File: src/rtl/bus_arbiter.sv
// bus_arbiter: shares the single external memory bus between instruction
// fetch (IF) and data access (MEM). Each access runs as a req/ack
// transaction with wait states and an abort on timeout. The block also
// drives the pipeline stall vector while an access is outstanding.
//
// Handshake: a requester holds its *_req level until the matching *_ready
// pulse (one cycle). On the bus side, bus_req stays high and bus_* stay
// stable for the whole busy period. A one-cycle bus_ack completes the
// transaction, and bus_rdata is sampled together with bus_ack.
//
// The FSM state is kept in the internal signal 'state' so that checkers can
// bind to it.
module bus_arbiter #(
   parameter int TIMEOUT = 16,
   parameter int CNT_W   = 5
) (
   input  logic        clk,
   input  logic        rst,
   input  logic        if_req,
   input  logic [31:0] if_addr,
   output logic [31:0] if_inst,
   output logic        if_ready,
   input  logic        mem_req,
   input  logic        mem_we,
   input  logic [31:0] mem_addr,
   input  logic [31:0] mem_wdata,
   input  logic [3:0]  mem_sel,
   output logic [31:0] mem_rdata,
   output logic        mem_ready,
   output logic        bus_req,
   output logic        bus_we,
   output logic [31:0] bus_addr,
   output logic [31:0] bus_wdata,
   output logic [3:0]  bus_sel,
   input  logic        bus_ack,
   input  logic [31:0] bus_rdata,
   output logic        bus_err,
   output logic [5:0]  stall
);

   typedef enum logic [1:0] {
      IDLE     = 2'd0,
      IF_BUSY  = 2'd1,
      MEM_BUSY = 2'd2
   } state_t;

   // The last busy cycle before an abort: the counter reads TIMEOUT-1 there.
   localparam logic [CNT_W-1:0] CNT_LAST = CNT_W'(TIMEOUT - 1);

   state_t           state, state_d;
   logic [CNT_W-1:0] cnt, cnt_d;
   logic             bus_req_d, bus_we_d;
   logic [31:0]      bus_addr_d, bus_wdata_d;
   logic [3:0]       bus_sel_d;
   logic [31:0]      if_inst_d, mem_rdata_d;
   logic             if_ready_d, mem_ready_d, bus_err_d;

   logic mem_go, if_go, cnt_last;

   // A request is still pending during its own ready cycle, because the
   // requester only drops req after it sees ready. Masking with the ready
   // pulse stops a finished request from being granted a second time.
   assign mem_go   = mem_req & ~mem_ready;
   assign if_go    = if_req & ~if_ready;
   assign cnt_last = (cnt == CNT_LAST);

   // State register and all registered outputs. An asynchronous reset
   // abandons any transaction, so bus_req drops without waiting for a clock.
   always_ff @(posedge clk or negedge rst) begin
      if (!rst) begin
         state     <= IDLE;
         cnt       <= '0;
         bus_req   <= 1'b0;
         bus_we    <= 1'b0;
         bus_addr  <= '0;
         bus_wdata <= '0;
         bus_sel   <= '0;
         if_inst   <= '0;
         mem_rdata <= '0;
         if_ready  <= 1'b0;
         mem_ready <= 1'b0;
         bus_err   <= 1'b0;
      end else begin
         state     <= state_d;
         cnt       <= cnt_d;
         bus_req   <= bus_req_d;
         bus_we    <= bus_we_d;
         bus_addr  <= bus_addr_d;
         bus_wdata <= bus_wdata_d;
         bus_sel   <= bus_sel_d;
         if_inst   <= if_inst_d;
         mem_rdata <= mem_rdata_d;
         if_ready  <= if_ready_d;
         mem_ready <= mem_ready_d;
         bus_err   <= bus_err_d;
      end
   end

   // Next state. Data wins over fetch because MEM belongs to the older
   // instruction. Serving fetch first could deadlock the pipeline.
   always_comb begin
      state_d = state;
      case (state)
         IDLE: begin
            if (mem_go)
               state_d = MEM_BUSY;
            else if (if_go)
               state_d = IF_BUSY;
         end
         IF_BUSY, MEM_BUSY: begin
            if (bus_ack || cnt_last)
               state_d = IDLE;
         end
         default: state_d = IDLE;
      endcase
   end

   // Next values of the registered outputs. The grant is latched onto bus_*
   // and then held. A completion, or an abort, produces a one-cycle ready
   // pulse.
   always_comb begin
      cnt_d       = cnt;
      bus_req_d   = bus_req;
      bus_we_d    = bus_we;
      bus_addr_d  = bus_addr;
      bus_wdata_d = bus_wdata;
      bus_sel_d   = bus_sel;
      if_inst_d   = if_inst;
      mem_rdata_d = mem_rdata;
      if_ready_d  = 1'b0;
      mem_ready_d = 1'b0;
      bus_err_d   = 1'b0;
      case (state)
         IDLE: begin
            // A stray bus_ack in IDLE is ignored.
            cnt_d = '0;
            if (mem_go) begin
               bus_req_d   = 1'b1;
               bus_we_d    = mem_we;
               bus_addr_d  = mem_addr;
               bus_wdata_d = mem_wdata;
               bus_sel_d   = mem_sel;
            end else if (if_go) begin
               bus_req_d   = 1'b1;
               bus_we_d    = 1'b0;
               bus_addr_d  = if_addr;
               bus_wdata_d = '0;
               bus_sel_d   = 4'b1111;
            end
         end
         IF_BUSY: begin
            if (bus_ack) begin
               bus_req_d  = 1'b0;
               cnt_d      = '0;
               if_inst_d  = bus_rdata;
               if_ready_d = 1'b1;
            end else if (cnt_last) begin
               bus_req_d  = 1'b0;
               cnt_d      = '0;
               if_inst_d  = '0;
               if_ready_d = 1'b1;
               bus_err_d  = 1'b1;
            end else begin
               cnt_d = cnt + CNT_W'(1);
            end
         end
         MEM_BUSY: begin
            if (bus_ack) begin
               bus_req_d   = 1'b0;
               cnt_d       = '0;
               if (!bus_we)
                  mem_rdata_d = bus_rdata;
               mem_ready_d = 1'b1;
            end else if (cnt_last) begin
               bus_req_d   = 1'b0;
               cnt_d       = '0;
               mem_rdata_d = '0;
               mem_ready_d = 1'b1;
               bus_err_d   = 1'b1;
            end else begin
               cnt_d = cnt + CNT_W'(1);
            end
         end
         default: begin
            bus_req_d = 1'b0;
            cnt_d     = '0;
         end
      endcase
   end

   // Stall vector. A data access freezes everything up to MEM. A fetch holds
   // only PC and IF/ID, so later stages drain and IF/ID receives bubbles.
   // Stall is released during the ready cycle itself, and is forced low
   // while reset is asserted.
   always_comb begin
      stall = 6'b000000;
      if (rst) begin
         if (mem_req && !mem_ready)
            stall = 6'b011111;
         else if (if_req && !if_ready)
            stall = 6'b000011;
      end
   end

endmodule

File: config.mk
export PLATFORM = sky130hd
export DESIGN_NAME = bus_arbiter
export DESIGN_NICKNAME = d
export VERILOG_FILES = /design/src/rtl/bus_arbiter.sv
export SDC_FILE = /design/constraint.sdc
export NUM_CORES = 1
export LEC_CHECK = 0
export ABC_AREA = 1
export CAP_MARGIN = 20
export CELL_PAD_IN_SITES_DETAIL_PLACEMENT = 0
export CELL_PAD_IN_SITES_GLOBAL_PLACEMENT = 1
export CORE_ASPECT_RATIO = 1.5
export CORE_MARGIN = 10
export CORE_UTILIZATION = 32
export DETAILED_ROUTE_END_ITERATION = 12
export GPL_TIMING_DRIVEN = 1
export PLACE_DENSITY = 0.85
export SYNTH_ARGS = -nofsm -noshare
export SYNTH_HDL_FRONTEND = slang
export SYNTH_SLANG_ARGS = --single-unit
File: constraint.sdc
create_clock -name clk -period 3.15 [get_ports clk]
set_input_delay 0.315 -clock clk [delete_from_list [all_inputs] [get_ports clk]]
set_output_delay 0.315 -clock clk [all_outputs]
set_load 0.05 [all_outputs]
==> impl_metrics.py, run 1 <==
metrics = {
    "place": {
        "dp_cells": 1238,
        "place_congestion": 0.768,
        "dp_hpwl_mm": 15.4,
        "pre_cts_ws_ns": 0.692,
        "io_buffer_count": 279,
    },
    "power_and_ir_drop": {
        "p_leak_nw": 4.84,
        "p_seq_share_pct": 26.5,
        "clkPwrFrac_pct": 18.9,
        "internal-power_w": 0.00592,
        "p_per_area_nw_per_um2": 1190,
        "power.switching_w": 0.00563,
        "vdd_drop_max_mv": 0.722,
        "swShare_pct": 48.7,
        "p_comb_share_pct": 54.6,
    },
    "grt": {
        "use_met3_pct": 7.15,
        "grt_max_degree": 67,
        "first_global_vias": 5809,
        "track_usage_pct": 16.7,
        "grt_most_used_layer": "met2",
        "gr-usage-met1_pct": 18.5,
        "met2_usage_pct": 29.1,
        "grt_overflow": 0,
        "antenna_found_initial": 0,
        "grt_first_pass_wirelength_mm": 33.5,
    },
    "logic_synthesis": {
        "synth_most_common_cell": "nand2_1",
        "netlist-cell-type-count": 23,
        "synth_area_leaders": "dfrtp_1, nand2_1, nand4_1, nand3_1, buf_2",
        "syn_area_per_cell_um2": 8.30,
        "synth_edf_count": 0,
        "synth_top_area_cell": "dfrtp_1",
        "synth_top_flop_cell": "dfrtp_1",
        "ys_seq_area_share_pct": 58.4,
        "async_reset_ff_share_pct": 100,
        "syn_area_um2": 6170,
        "ys_ff_latch": 144,
        "yosys-top-cells-count": "nand2_1, dfrtp_1, nand3_1",
        "yosys_warnings": 0,
        "synth_fp_nets": 885,
        "syn-instance-count": 743,
        "synth_top_area_share_pct": 58.4,
    },
    "final_layout": {
        "diodes": 0,
        "drive_gt1_share_pct": 4.92,
        "area_growth_pct": 57.6,
        "nets": 1145,
        "fin_cells": 1272,
    },
    "min_path": {
        "worstHoldEndpoint": "if_inst[29]$_DFFE_PN0P_",
        "min_path_cells": 3,
        "hp-start": "bus_ack",
        "holdCritPathClass": "primary input to flop",
    },
    "worst_setup_path": {
        "rrSetupSlack_ns": 1.03,
        "cp.required_ns": 2.83,
        "critPathSlowestCell": "clkdlybuf4s50_1",
        "crit_chain": "dlygate4sd3_1, buf_6, inv_1, nor2_1, clkdlybuf4s50_1",
        "critPathKind": "primary input to output pin",
        "reg2reg_to": "mem_rdata[6]$_DFFE_PN0P_",
        "worstReg2RegStart": "state[0]$_DFFE_PN0P_",
        "rr_worst_depth": 6,
        "cp-end-kind": "output pin",
        "arrival_ns": 2.25,
        "cpPeakStageDelay_ns": 0.84,
        "critPathMaxFanout": 23,
        "cp-start-kind": "primary input",
    },
    "sta": {
        "worst_clock_skew_ns": 0.00867,
        "relSlewSlack_pct": 27.8,
        "setup_slack_ns": 0.581,
        "worst_slew_pin_slew_ns": 1.08,
        "finalSetupViolCount": 0,
        "finalHoldViolCount": 0,
        "finalCriticalPeriod_ns": 2.57,
        "max_freq_ghz": 0.389,
        "finalCritPeriodShare_pct": 81.5,
        "tns_ns": 0,
        "rsz0062_at_grt": "no",
        "drv_slew": 0,
    },
    "detailed_routing": {
        "drtIter0Drc": 238,
        "firstDrtPassIters": 4,
        "wl_per_cell_um": 16.9,
        "ant_nets": 0,
        "vias": 5734,
        "drt-total-wl_mm": 21.5,
        "vias_per_cell": 4.51,
        "drc": 0,
    },
    "floorplanning": {
        "core_area_um2": 19100,
        "start_util_pct": 32.3,
        "die_h_um": 190,
        "io_pins": 281,
        "dieWidth_um": 133,
        "die_area_um2": 25300,
        "row_count": 62,
    },
    "clock_network": {
        "worstSkewPairLatency_ns": 0.42,
        "numCtsBuffers": 17,
        "cts_tree": "built",
        "clk_path_buf_depth": 2,
        "htree_levels": 4,
        "cts_num_sinks": 144,
        "root_buffer": "clkbuf_16",
        "cts.clk_slew.worst_paths_ns": 0.06,
    },
    "flow_run": {
        "maxCapViolations": 0,
    },
    "run_status": {
        "status": "completed",
    },
}
[worst max path at each step]
stage / startpoint / end / slack [ns]
2_1_floorplan: mem_ready$_DFF_PN0_ / stall[3] / 0.77
3_3_place_gp: mem_req / stall[0] / 0.69
3_5_place_dp: mem_req / stall[1] / 0.69
4_1_cts: rst / stall[4] / 0.54
5_1_grt: mem_ready$_DFF_PN0_ / stall[1] / 0.47
6_report: rst / stall[4] / 0.58
[layer usage]
layer,share of wire [%],vias to the layer above
met4,0.79,0
met1,40,2730
met3,8.1,13
li1,-,2810
met2,52,181
met5,0,-
[through the flow]
stage / cell area, um^2 / utilization (%) / hold slack [ns] / total power [W]
after global routing: 9720 / 51.0 / 0.239 / 0.0122
after floorplan: 6170 / - / 0.0194 / 0.00716
final: 9720 / 51.0 / 0.238 / 0.0115
after global placement: 9050 / 47.4 / 0.184 / 0.00939
after detailed placement: 9050 / 47.4 / 0.183 / 0.00944
after CTS: 9700 / 50.8 / 0.213 / 0.0117
[critical path, delay by kind of cell]
kind	cells	cell delay, ns
buffers and inverters	4	1.73
AND/OR/NAND/NOR	1	0.18
[flip-flops by register name, summed over array words and instances, names as in the netlist]
name       cells
if_inst       32
bus_sel        4
bus_req        1
if_ready       1
bus_err        1
state          2
bus_wdata     32
mem_rdata     32
bus_we         1
bus_addr      32
cnt            5
mem_ready      1
[final cells by class]
class	instances	area, um^2
Sequential cell	144	3600
Clock inverter	12	180
Inverter	18	67.6
Timing Repair Buffer	289	2890
Multi-Input combinational cell	533	2210
Clock buffer	20	457
Fill cell	1844	9360
Tap cell	256	320
[cell families after synthesis]
kind of cell    Yosys count  share of synthesized area (%)
simple gates            521                           34.2
flops                   144                           58.4
buf+inv                  66                           5.76
compound gates            6                          0.629
fa+ha+maj                 4                          0.811
xor+xnor                  1                          0.142
other cells               1                         0.0608
[cells in the final DEF, fill, tap and decap left out, types with 2 or more instances in the layout]
master           netlist  routed
inv_1                 17      17
bufinv_16              0       4
buf_4                  5       8
clkdlybuf4s50_1        0     277
nand4_1               32      32
clkbuf_16              0      17
nor2_1                20      20
dfrtp_1              144     144
nand2_2                2       2
clkinvlp_4             0       2
o21ai_0                3       3
nand3_1               34      34
clkinv_4               0       2
ha_1                   4       4
clkbuf_8               0       2
clkinv_2               0       2
inv_6                  0       2
nand2_1              429     429
[what timing repair did]
| item | 4_1_cts | 5_1_grt |
|---|---|---|
| hold endpoints to repair | 20 | 0 |
| hold buffers | 1 | 0 |
| setup buffers | 0 | 0 |
| resized for setup | 0 | 0 |
[power groups by stage]
stage                     sequential, W  clock (W)  combinational, W
after floorplan                 0.00574          0           0.00142
after global placement          0.00306          0           0.00633
after detailed placement        0.00308          0           0.00636
after CTS                       0.00306    0.00224           0.00638
after global routing            0.00316    0.00232           0.00671
final                           0.00306    0.00218           0.00631
(Power assumes the default switching activity.)
==> run 2, diff against run 1 <==
--- a/config.mk
+++ b/config.mk
@@ -11,10 +11,10 @@
 export CELL_PAD_IN_SITES_GLOBAL_PLACEMENT = 1
 export CORE_ASPECT_RATIO = 1.5
 export CORE_MARGIN = 10
-export CORE_UTILIZATION = 32
+export CORE_UTILIZATION = 27
 export DETAILED_ROUTE_END_ITERATION = 12
 export GPL_TIMING_DRIVEN = 1
-export PLACE_DENSITY = 0.85
+export PLACE_DENSITY = 0.77
 export SYNTH_ARGS = -nofsm -noshare
 export SYNTH_HDL_FRONTEND = slang
 export SYNTH_SLANG_ARGS = --single-unit
==> constraint.sdc (replaced) <==
create_clock -name clk -period 2.1 [get_ports clk]
set_input_delay 0.21 -clock clk [delete_from_list [all_inputs] [get_ports clk]]
set_output_delay 0.21 -clock clk [all_outputs]
set_load 0.05 [all_outputs]
==> run 2 against run 1 <==
- setup slack worse by 0.38 ns
- critical path type is now flop to output pin
- first-iteration DRC count is 30% higher
- sequential power is 51% higher
- critical path depth is 1 higher
- die area is 16% higher
- cell count is 2.0% higher
==> impl_metrics.py, run 2 (synthesis gave the netlist of run 1 again) <==
metrics = {
    "worst_setup_path": {
        "arrival_ns": 1.69,
        "cp.required_ns": 1.89,
        "critPathKind": "flop to output pin",
        "rr_worst_depth": 7,
        "crit_start": "mem_ready$_DFF_PN0_",
        "cp-start-kind": "flop",
        "reg2reg_to": "bus_addr[23]$_DFFE_PN0P_",
        "crit_path_end": "stall[0]",
        "critPathMaxFanout": 14,
        "worstReg2RegStart": "mem_ready$_DFF_PN0_",
        "cp-end-kind": "output pin",
        "rrSetupSlack_ns": 0.41,
    },
    "grt": {
        "grt_overflow": 0,
        "grt_first_pass_wirelength_mm": 34.6,
        "first_global_vias": 5934,
        "track_usage_pct": 15.1,
        "grt_most_used_layer": "met2",
        "grt_max_degree": 145,
        "gr-usage-met1_pct": 16.8,
        "use_met3_pct": 6.14,
        "met2_usage_pct": 25.7,
        "antenna_found_initial": 0,
    },
    "final_layout": {
        "area_growth_pct": 59.6,
        "drive_gt1_share_pct": 5.97,
        "nets": 1150,
        "most-common-layout-cells": "nand2_1, clkdlybuf4s50_1, dfrtp_1",
        "fillCellCount": 2223,
        "post-route-util_pct": 43.8,
        "diodes": 0,
        "mostFrequentLayoutCell": "nand2_1",
    },
    "power_and_ir_drop": {
        "vdd_drop_max_mv": 1.02,
        "p_comb_share_pct": 54.8,
        "swShare_pct": 48.9,
        "p_leak_nw": 4.88,
        "power.switching_w": 0.00851,
        "clkPwrFrac_pct": 18.6,
        "internal-power_w": 0.00887,
        "p_seq_share_pct": 26.6,
        "p_per_area_nw_per_um2": 1770,
    },
    "detailed_routing": {
        "vias": 5705,
        "drt-total-wl_mm": 22.4,
        "ant_nets": 0,
        "drtIter0Drc": 310,
        "drc": 0,
        "firstDrtPassIters": 4,
        "vias_per_cell": 4.40,
        "wl_per_cell_um": 17.3,
    },
    "floorplanning": {
        "start_util_pct": 27.5,
        "row_count": 67,
        "core_area_um2": 22500,
        "dieWidth_um": 143,
        "die_area_um2": 29400,
        "die_h_um": 205,
        "io_pins": 281,
    },
    "place": {
        "dp_hpwl_mm": 16.1,
        "io_buffer_count": 279,
        "place_congestion": 0.755,
    },
    "sta": {
        "finalHoldViolCount": 0,
        "drv_slew": 0,
        "finalSetupViolCount": 0,
        "worst_clock_skew_ns": 0.00804,
        "worst_slew_pin_slew_ns": 0.894,
        "tns_ns": 0,
        "relSlewSlack_pct": 40.4,
        "finalCritPeriodShare_pct": 90.4,
        "max_freq_ghz": 0.527,
        "finalCriticalPeriod_ns": 1.90,
        "rsz0062_at_grt": "no",
    },
    "clock_network": {
        "root_buffer": "clkbuf_16",
        "postCtsSetupBuffers": 0,
        "numCtsBuffers": 17,
        "cts.clk_slew.worst_paths_ns": 0.06,
        "htree_levels": 4,
        "clk_path_buf_depth": 2,
        "cts_hold_buffers": 1,
        "worstSkewPairLatency_ns": 0.42,
        "cts_tree": "built",
        "cts_repair_resize_count": 0,
        "cts_num_sinks": 144,
    },
    "min_path": {
        "holdCritPathClass": "primary input to flop",
    },
    "flow_run": {
        "maxCapViolations": 0,
    },
    "run_status": {
        "status": "completed",
    },
}
==> run 2: routing by layer <==
metal	wire (um)	vias to the layer above
met2	11200	191
met1	8860	2658
met3	2050	19
met5	0	-
li1	-	2837
met4	319	0
==> run 2: critical path: stages, from the launching register on <==
cell and delay, ns:
dfrtp_1 0.41, inv_1 0.11, nand2_4 0.13, o21ai_2 0.12
inv_1 0.09, nor2_2 0.24, buf_12 0.18
==> run 2: worst min path at each step <==
| stage | start | end | slack (ns) | cells after the start |
|---|---|---|---|---|
| finish | bus_ack | mem_ready$_DFF_PN0_ | 0.12 | 3 |
| global route | bus_ack | mem_ready$_DFF_PN0_ | 0.11 | 3 |
| detailed placement | rst | bus_addr[3]$_DFFE_PN0P_ | 0.40 | 2 |
| global placement | rst | bus_addr[10]$_DFFE_PN0P_ | 0.41 | 2 |
| floorplan | rst | bus_addr[0]$_DFFE_PN0P_ | -0.09 | 0 |
| CTS | bus_ack | mem_ready$_DFF_PN0_ | 0.09 | 3 |
==> run 2: cell type report <==
class / count / area (um^2) / area share, %
clock buffers: 19 / 433 / 4.40
clock inverters: 13 / 188 / 1.91
inverters: 18 / 67.6 / 0.686
multi-input cells: 533 / 2210 / 22.5
flip-flops and latches: 144 / 3600 / 36.6
well taps: 276 / 345 / 3.51
repair buffers: 294 / 2990 / 30.4
==> run 2: stage by stage <==
stage	power (W)	setup slack, ns	instances	hold WS [ns]	instance area [um^2]
5_1_grt	0.0184	0.117	1297	0.114	9840
3_5_place_dp	0.0143	0.187	1264	0.402	9210
3_3_place_gp	0.0143	0.216	1264	0.407	9210
2_1_floorplan	0.0107	0.100	743	-0.0856	6170
4_1_cts	0.0177	0.151	1297	0.0904	9840
6_report	0.0174	0.201	1297	0.123	9840
==> run 2: power groups by stage <==
stage	Combinational (W)	Clock, W	Sequential, W
2_1_floorplan	0.00213	0	0.00861
3_3_place_gp	0.00964	0	0.00462
3_5_place_dp	0.00967	0	0.00466
4_1_cts	0.00970	0.00333	0.00464
5_1_grt	0.0102	0.00343	0.00478
6_report	0.00953	0.00323	0.00462
